--- src/rtl/poly_sine_mixer.sv ---
// ============================================================================
// Module      : poly_sine_mixer
// Description : Snapshots 8 voice phases/gates per sample tick, looks each up
//               in a shared quarter-wave sine ROM and emits the scaled sum.
// Revision    : 1.0 - initial release
// ============================================================================
`default_nettype none

module poly_sine_mixer #(
    parameter int NUM_VOICES = 8,
    parameter int GAIN_SHIFT = 3
) (
    input  logic                     clk_in,
    input  logic                     rst_in,
    input  logic                     sample_tick_in,
    input  logic [NUM_VOICES-1:0]    gate_in,
    input  logic [31:0]              phase_value_in [NUM_VOICES-1:0],
    output logic signed [15:0]       sample_out,
    output logic                     sample_valid_out,
    output logic                     busy_out,
    output logic                     overrun_out
);

    localparam int c_voice_w = $clog2(NUM_VOICES);
    localparam logic [c_voice_w-1:0] c_last_voice = c_voice_w'(NUM_VOICES - 1);
    localparam logic [c_voice_w-1:0] c_drain_last = c_voice_w'(2);

    // Quarter-wave entry q[k] = round(32767*sin(pi*(2k+1)/1024)) from a Q30
    // Taylor series; evaluated only at elaboration time.
    function automatic logic [15:0] sine_q(input int k);
        longint x;
        longint x2;
        longint term;
        longint sum;
        x    = (64'sd3373259426 * longint'(2 * k + 1)) / 64'sd1024;
        x2   = ((x * x) + (64'sd1 <<< 29)) >>> 30;
        term = x;
        sum  = x;
        for (int n = 1; n <= 10; n++) begin
            term = -(((term * x2) + (64'sd1 <<< 29)) >>> 30) / longint'((2 * n) * (2 * n + 1));
            sum  = sum + term;
        end
        return 16'((sum * 64'sd32767 + (64'sd1 <<< 29)) >>> 30);
    endfunction

    logic [15:0] w_rom [0:255];

    for (genvar gk = 0; gk < 256; gk++) begin : g_rom
        localparam logic [15:0] c_q = sine_q(gk);
        assign w_rom[gk] = c_q;
    end

    // Only the top 10 phase bits address the table.
    logic [NUM_VOICES*10-1:0] w_idx_all;
    logic [NUM_VOICES*22-1:0] w_unused_phase_lo;

    for (genvar gv = 0; gv < NUM_VOICES; gv++) begin : g_snap
        assign w_idx_all[gv*10 +: 10]         = phase_value_in[gv][31:22];
        assign w_unused_phase_lo[gv*22 +: 22] = phase_value_in[gv][21:0];
    end

    typedef enum logic [1:0] {
        S_IDLE  = 2'd0,
        S_RUN   = 2'd1,
        S_DRAIN = 2'd2,
        S_OUT   = 2'd3
    } state_t;

    state_t                   r_state;
    logic [c_voice_w-1:0]     r_cnt;
    logic [NUM_VOICES*10-1:0] r_idx_all;
    logic [NUM_VOICES-1:0]    r_gate;

    logic                     r_a_valid;
    logic [7:0]               r_a_addr;
    logic                     r_a_neg;
    logic                     r_a_gate;
    logic                     r_b_valid;
    logic [15:0]              r_b_data;
    logic                     r_b_neg;
    logic                     r_b_gate;
    logic                     r_c_valid;
    logic signed [15:0]       r_c_val;
    logic signed [19:0]       r_acc;

    logic [9:0]               w_cur_idx;
    logic signed [15:0]       w_b_signed;
    logic signed [19:0]       w_shifted;
    logic signed [15:0]       w_sat;

    always_comb begin
        w_cur_idx = '0;
        for (int v = 0; v < NUM_VOICES; v++) begin
            if (r_cnt == c_voice_w'(v)) begin
                w_cur_idx = r_idx_all[v*10 +: 10];
            end
        end
    end

    assign w_b_signed = signed'(r_b_data);
    assign w_shifted  = r_acc >>> GAIN_SHIFT;

    always_comb begin
        w_sat = w_shifted[15:0];
        if (w_shifted > 20'sd32767) begin
            w_sat = 16'sh7FFF;
        end else if (w_shifted < -20'sd32768) begin
            w_sat = 16'sh8000;
        end
    end

    always_ff @(posedge clk_in) begin
        if (rst_in) begin
            r_state          <= S_IDLE;
            r_cnt            <= '0;
            r_idx_all        <= '0;
            r_gate           <= '0;
            r_a_valid        <= 1'b0;
            r_a_addr         <= '0;
            r_a_neg          <= 1'b0;
            r_a_gate         <= 1'b0;
            r_b_valid        <= 1'b0;
            r_b_data         <= '0;
            r_b_neg          <= 1'b0;
            r_b_gate         <= 1'b0;
            r_c_valid        <= 1'b0;
            r_c_val          <= '0;
            r_acc            <= '0;
            sample_out       <= '0;
            sample_valid_out <= 1'b0;
            busy_out         <= 1'b0;
            overrun_out      <= 1'b0;
        end else begin
            r_a_valid        <= 1'b0;
            r_b_valid        <= r_a_valid;
            r_b_data         <= w_rom[r_a_addr];
            r_b_neg          <= r_a_neg;
            r_b_gate         <= r_a_gate;
            r_c_valid        <= r_b_valid;
            r_c_val          <= !r_b_gate ? 16'sd0 : (r_b_neg ? -w_b_signed : w_b_signed);
            sample_valid_out <= 1'b0;

            if (r_c_valid) begin
                r_acc <= r_acc + {{4{r_c_val[15]}}, r_c_val};
            end

            if (sample_tick_in && (r_state != S_IDLE)) begin
                overrun_out <= 1'b1;
            end

            case (r_state)
                S_IDLE: begin
                    if (sample_tick_in) begin
                        r_idx_all <= w_idx_all;
                        r_gate    <= gate_in;
                        r_acc     <= '0;
                        r_cnt     <= '0;
                        busy_out  <= 1'b1;
                        r_state   <= S_RUN;
                    end
                end
                S_RUN: begin
                    // Odd quadrants walk the quarter table backwards.
                    r_a_valid <= 1'b1;
                    r_a_addr  <= w_cur_idx[8] ? ~w_cur_idx[7:0] : w_cur_idx[7:0];
                    r_a_neg   <= w_cur_idx[9];
                    r_a_gate  <= r_gate[r_cnt];
                    r_cnt     <= r_cnt + 1'b1;
                    if (r_cnt == c_last_voice) begin
                        r_cnt   <= '0;
                        r_state <= S_DRAIN;
                    end
                end
                S_DRAIN: begin
                    r_cnt <= r_cnt + 1'b1;
                    if (r_cnt == c_drain_last) begin
                        r_state <= S_OUT;
                    end
                end
                S_OUT: begin
                    sample_out       <= w_sat;
                    sample_valid_out <= 1'b1;
                    busy_out         <= 1'b0;
                    r_state          <= S_IDLE;
                end
                default: r_state <= S_IDLE;
            endcase
        end
    end

endmodule

`default_nettype wire
--- config.mk ---
export PLATFORM = sky130hd
export DESIGN_NAME = poly_sine_mixer
export DESIGN_NICKNAME = d
export VERILOG_FILES = /design/src/rtl/poly_sine_mixer.sv
export SDC_FILE = /design/constraint.sdc
export NUM_CORES = 1
export LEC_CHECK = 0
export ABC_AREA = 0
export CORE_UTILIZATION = 40
export CTS_CLUSTER_DIAMETER = 80
export DETAILED_ROUTE_END_ITERATION = 16
export PLACE_DENSITY = 0.66
export SLEW_MARGIN = 5
export SYNTH_ARGS = -nofsm -noshare
export SYNTH_HDL_FRONTEND = slang
export SYNTH_SLANG_ARGS = --single-unit
export TNS_END_PERCENT = 5
--- constraint.sdc ---
create_clock -name clk_in -period 5.15 [get_ports clk_in]
set_input_delay 0.7725 -clock clk_in [delete_from_list [all_inputs] [get_ports clk_in]]
set_output_delay 0.7725 -clock clk_in [all_outputs]
set_load 0.02 [all_outputs]
==> impl_metrics.tcl, run 1 <==
set metrics [dict create \
    status "finished, final reports clean" \
    final_cell_mix "294 x nand2_1, 209 x a21oi_1, 173 x dfxtp_1" \
    ys_ff_latch 178 \
    hold_viol_final 0 \
    design_area_mm2 0.0143 \
    grt_first_pass_wirelength_mm 66.5 \
    layout_commonest_cell "nand2_1" \
    critPathRequiredTime_ns 5.43 \
    postRouteAntennaNets 0 \
    synth_top_area_share_pct 28.1 \
    placedInstanceArea_mm2 0.0137 \
    root_buffer "clkbuf_16" \
    port_buffers 109 \
    rows 64 \
    dr.pass1.iters 6 \
    initial_core_util_pct 41.0 \
    gr-usage-all-layers_pct 25.5 \
    synth_warnings 0 \
    ioPinCount 286 \
    drcViolationCount 0 \
    core_area_mm2 0.0309 \
    wl_per_cell_um 19.5 \
    power.density_mw_per_mm2 539 \
    antenna_found_initial 0 \
    avgSynthCellArea_um2 7.22 \
    nets 2050 \
    die_x_um 180 \
    ir_drop_mv 0.291 \
    wirelength_mm 41.8 \
    crit_type "reg2reg" \
    worst_slack_ns 1.28 \
    worstPathArrival_ns 4.14 \
    fin_crit_ns 3.87 \
    synth_nets 2068 \
    clk_pin_slew_worst_paths_ns 0.07 \
    worst_setup_path_start_kind "register" \
    fillers 3087 \
    cts.sink_count 178 \
    max_cap_viol_count 0 \
    gp_congestion 1.00 \
    synth_area_leader_cell "dfxtp_1" \
    worstReg2RegStart "r_a_addr[1]" \
    cts_tree "done" \
    preCtsSetupSlack_ns 1.41 \
    p_leak_nw 5.01 \
    power.total_mw 7.68 \
    hold_slack_ns 0.436 \
    path_max_fanout 14 \
    hold_buffers 0 \
    cts_setup_buffers 0 \
    synthTopCellsByArea "dfxtp_1 28%, nand2_1 8.7%, a21oi_1 8.3%, o21ai_0 4.9%, ha_1 4.5%" \
    cts_resized 0 \
    skew_ns 0.00748 \
    slew_viol_final 0 \
    h-tree-depth 4 \
    drtIter0Drc 1649 \
    numCtsBuffers 17 \
    synth_edf_count 0 \
    cp-end-kind "register" \
    ys_types 78 \
    first_global_vias 12300 \
    setup_tns_ns 0 \
    post-route-period-util_pct 75.1 \
    diodes 0 \
    hpwl_mm 28.3 \
    grt_max_degree 90 \
    synth_flop_cell "dfxtp_1" \
    relSlewSlack_pct 17.4 \
    drive_gt1_share_pct 5.77 \
    hp-start "r_a_valid" \
    dieArea_mm2 0.0324 \
    vias 13200 \
    synthesis.instances 1754 \
    die_h_um 180 \
    clk_latency_ns 0.43 \
    grt_setup_unrepaired "false" \
    vias_per_cell 6.14 \
    worstMarginPinSlew_ns 1.24 \
    hold_class "reg2reg" \
    clk_path_buf_depth 2 \
    critPathLaunch "r_a_addr[1]" \
    grt_remaining_overflow 0 \
    seq_area_frac_synth_pct 28.1 \
    max_freq_mhz 259 \
    synth_area_mm2 0.0127 \
    synthArstFlopShare_pct 0 \
    finalSetupViolations 0 \
    syn_to_final_growth_pct 12.5 \
]
[per-layer routing]
layer  global-route usage [%]  wire length [um]  vias up
met5                        0                 0        -
met4                     11.1              1640        0
met3                     6.10              4160      116
met2                     38.4             18200      690
met1                     34.5             17800     6107
li1                         -                 -     6251
[synth_stat cells, drive strengths merged, types with 9 or more instances]
master,instances
o211ai,38
nand2,296
dfxtp,178
nand3,37
a211oi,42
and3,10
nor2b,38
a221oi,15
a311oi,19
a21oi,212
nand2b,44
buf,78
ha,46
o31ai,27
o22ai,14
xnor2,20
mux2i,19
nor3,36
o21ai,126
a31oi,15
mux4,15
xor2,16
or2,9
clkbuf,89
inv,20
nor2,151
[kinds of logic after synthesis]
kind of cell,after synthesis,synth area share [%]
AOI/OAI and AO/OA,594,29.6
xor gates and xnor gates,36,2.49
adders and majority gates,47,4.70
buffers and inverters,190,6.58
DFF,178,28.1
muxes,40,4.70
and+or+nand+nor,669,23.8
[layout make-up]
type	instances	area [um2]	area share, %
Clock inverter	10	75.1	0.527
Inverter	23	86.3	0.606
Sequential cell	178	3580	25.1
Timing Repair Buffer	130	1260	8.83
Clock buffer	22	484	3.40
Tap cell	396	495	3.48
Multi-Input combinational cell	1386	8280	58.1
[registers in the layout, indices dropped and copies added (netlist names), 3 cells and up]
register    cells
r_a_addr        8
r_acc          20
r_b_data       15
r_c_val        16
r_cnt           3
r_gate          8
r_idx_all      80
sample_out     16
[per-stage QoR]
| step | utilization (%) | instances |
|---|---|---|
| finish | 46.1 | 2145 |
| global route | 46.1 | 2145 |
| CTS | 46.1 | 2145 |
| detailed placement | 44.3 | 2113 |
| global placement | 44.3 | 2113 |
| floorplan | - | 1754 |
[final timing paths]
| path | endpoint | slack (ns) | depth (start not counted) |
|---|---|---|---|
| min reg2reg | r_b_valid | 0.44 | 1 |
| max | r_b_data[2] | 1.28 | 9 |
| max reg2reg | r_b_data[2] | 1.28 | 9 |
| min | r_b_valid | 0.44 | 1 |
[critical path: stages, from the launching register on]
cell,delay [ns]
dfxtp_1,0.33
clkinv_1,0.46
ha_1,0.51
nor2b_1,0.92
buf_4,0.29
nor2_1,0.05
mux4_2,0.46
mux2_2,0.28
mux2i_1,0.28
a211oi_1,0.14
[power breakdown]
group | total (mW) | switching (mW) | internal, mW
Sequential | 1.93 | 0.309 | 1.62
Clock | 1.23 | 0.552 | 0.673
Combinational | 4.52 | 2.89 | 1.63
Note: power is estimated with default switching activity, not from simulation.
==> inputs of run 2 (changes only) <==
==> constraint.sdc (replaced) <==
create_clock -name clk_in -period 4 [get_ports clk_in]
set_input_delay 0.6 -clock clk_in [delete_from_list [all_inputs] [get_ports clk_in]]
set_output_delay 0.6 -clock clk_in [all_outputs]
set_load 0.02 [all_outputs]
==> run 2 against run 1 <==
  * Die area unchanged
  * Setup slack got worse by 0.64 ns
  * Largest power group unchanged
  * Cell area rose by 1.8%
  * Critical endpoint is now r_b_data[8]
  * Clock-buffer cell count shrank 3
  * Sequential power grew 27%
  * Maximum frequency up 15%
  * Power up 35%
==> impl_metrics.tcl, run 2 (synthesized netlist as in run 1, its figures left out) <==
set metrics [dict create \
    r2r_setup_slack_ns 0.64 \
    diodes 0 \
    worstPathArrival_ns 3.67 \
    crit_type "reg2reg" \
    ir_drop_mv 0.402 \
    status "finished, final reports clean" \
    power.switching_mw 4.93 \
    power.density_mw_per_mm2 713 \
    postRouteAntennaNets 0 \
    clk_pin_slew_worst_paths_ns 0.06 \
    max_cap_viol_count 0 \
    drtIter0Drc 1661 \
    vias_per_cell 6.07 \
    post-route-period-util_pct 83.9 \
    clockPowerShare_pct 17.8 \
    skew_ns 0.00916 \
    final_cell_mix "294 x nand2_1, 209 x a21oi_1, 173 x dfxtp_1" \
    clk_latency_ns 0.44 \
    drive_gt1_share_pct 6.68 \
    switching_share_pct 47.6 \
    fin_crit_ns 3.36 \
    cp-end-kind "register" \
    syn_to_final_growth_pct 14.6 \
    dr.pass1.iters 8 \
    cts_setup_buffers 0 \
    h-tree-depth 4 \
    stdcell_count 2162 \
    cts_tree "done" \
    finalSetupViolations 0 \
    p_leak_nw 5.15 \
    hold_class "reg2reg" \
    antenna_found_initial 0 \
    hold_buffers 0 \
    internal_power_mw 5.42 \
    rr_endpoint "r_b_data[8]" \
    nets 2068 \
    grt_max_degree 108 \
    comb_power_share_pct 58.5 \
    dieArea_mm2 0.0324 \
    die_x_um 180 \
    hold_depth 1 \
    wirelength_mm 42.9 \
    largest_registers "r_idx_all x80, r_acc x20" \
    gp_congestion 0.944 \
    regMostFlops "r_idx_all" \
    largest_reg_flops 80 \
    gr-usage-all-layers_pct 26.2 \
    max_freq_mhz 298 \
    hpwl_mm 29.7 \
    hold_viol_final 0 \
    relSlewSlack_pct 21.0 \
    cts.sink_count 178 \
    ioPinCount 286 \
    worst_setup_path_start_kind "register" \
    critPathRequiredTime_ns 4.31 \
    cts_resized 0 \
    grt_remaining_overflow 0 \
    root_buffer "clkbuf_16" \
    numCtsBuffers 17 \
    worstMarginPinSlew_ns 1.15 \
    worstReg2RegStart "r_a_addr[1]" \
    port_buffers 109 \
    initial_core_util_pct 41.0 \
    fin_util_pct 47.0 \
    place_inst 2131 \
    path_max_fanout 22 \
    first_global_vias 12400 \
    grt_setup_unrepaired "false" \
    grt_first_pass_wirelength_mm 68.1 \
    reg2reg_depth 8 \
    setup_tns_ns 0 \
    sequentialPowerShare_pct 23.7 \
    slew_viol_final 0 \
    vias 13100 \
    core_area_mm2 0.0309 \
    drcViolationCount 0 \
    layout_commonest_cell "nand2_1" \
    power.total_mw 10.3 \
    wl_per_cell_um 19.9 \
    hp-start "r_a_valid" \
    hold_end "r_b_valid" \
    rows 64 \
    die_h_um 180 \
    clk_path_buf_depth 2 \
]
==> run 2: per-layer routing <==
metal | wire length [um] | vias to the layer above | GRT usage (%) | part of all wire, %
li1 | - | 6290 | - | -
met1 | 18500 | 6064 | 35.1 | 43
met2 | 18900 | 667 | 40.2 | 44
met3 | 4050 | 98 | 6.22 | 9.4
met4 | 1470 | 0 | 10.8 | 3.4
met5 | 0 | - | 0 | 0
==> run 2: area by class of cell <==
class	count	area, um2
multi-input combinational	1386	8280
tap	396	495
fill	3050	16400
sequential	178	3580
clock buffer	19	443
timing repair buffer	148	1430
inverter	23	86.3
clock inverter	12	205
==> run 2: critical path, cell delays in order, from the launching register on <==
cell and delay (ns):
dfxtp_1 0.33, clkinv_1 0.22, ha_1 0.91, or2_1 0.57, a21oi_2 0.13, a211o_1 0.27, o21ai_0 0.13, o21ai_0 0.27
a221o_1 0.39
==> run 2: through the flow <==
step | hold slack, ns | worst slack, ns | cell area [um2]
3_3_place_gp | 0.417 | 0.758 | 13900
5_1_grt | 0.464 | 0.447 | 14500
4_1_cts | 0.452 | 0.754 | 14500
6_report | 0.445 | 0.643 | 14500
3_5_place_dp | 0.440 | 0.777 | 13900
2_1_floorplan | 0.414 | 1.28 | 12700
==> run 2: how the worst max path moves through the flow <==
stage	startpoint	endpoint	slack (ns)
2_1_floorplan	r_a_addr[1]	r_b_data[4]	1.28
3_3_place_gp	r_a_addr[0]	r_b_data[1]	0.76
3_5_place_dp	r_a_addr[1]	r_b_data[0]	0.78
4_1_cts	r_a_addr[1]	r_b_data[0]	0.75
5_1_grt	r_a_addr[1]	r_b_data[0]	0.45
6_report	r_a_addr[1]	r_b_data[8]	0.64
==> run 2: power by group through the flow <==
| stage | clock (mW) | combinational [mW] | sequential (mW) |
|---|---|---|---|
| after floorplan | 0 | 4.23 | 2.30 |
| after global placement | 0 | 5.82 | 2.47 |
| after detailed placement | 0 | 5.82 | 2.48 |
| after CTS | 1.88 | 5.84 | 2.44 |
| after global routing | 1.96 | 6.46 | 2.50 |
| final | 1.84 | 6.05 | 2.45 |
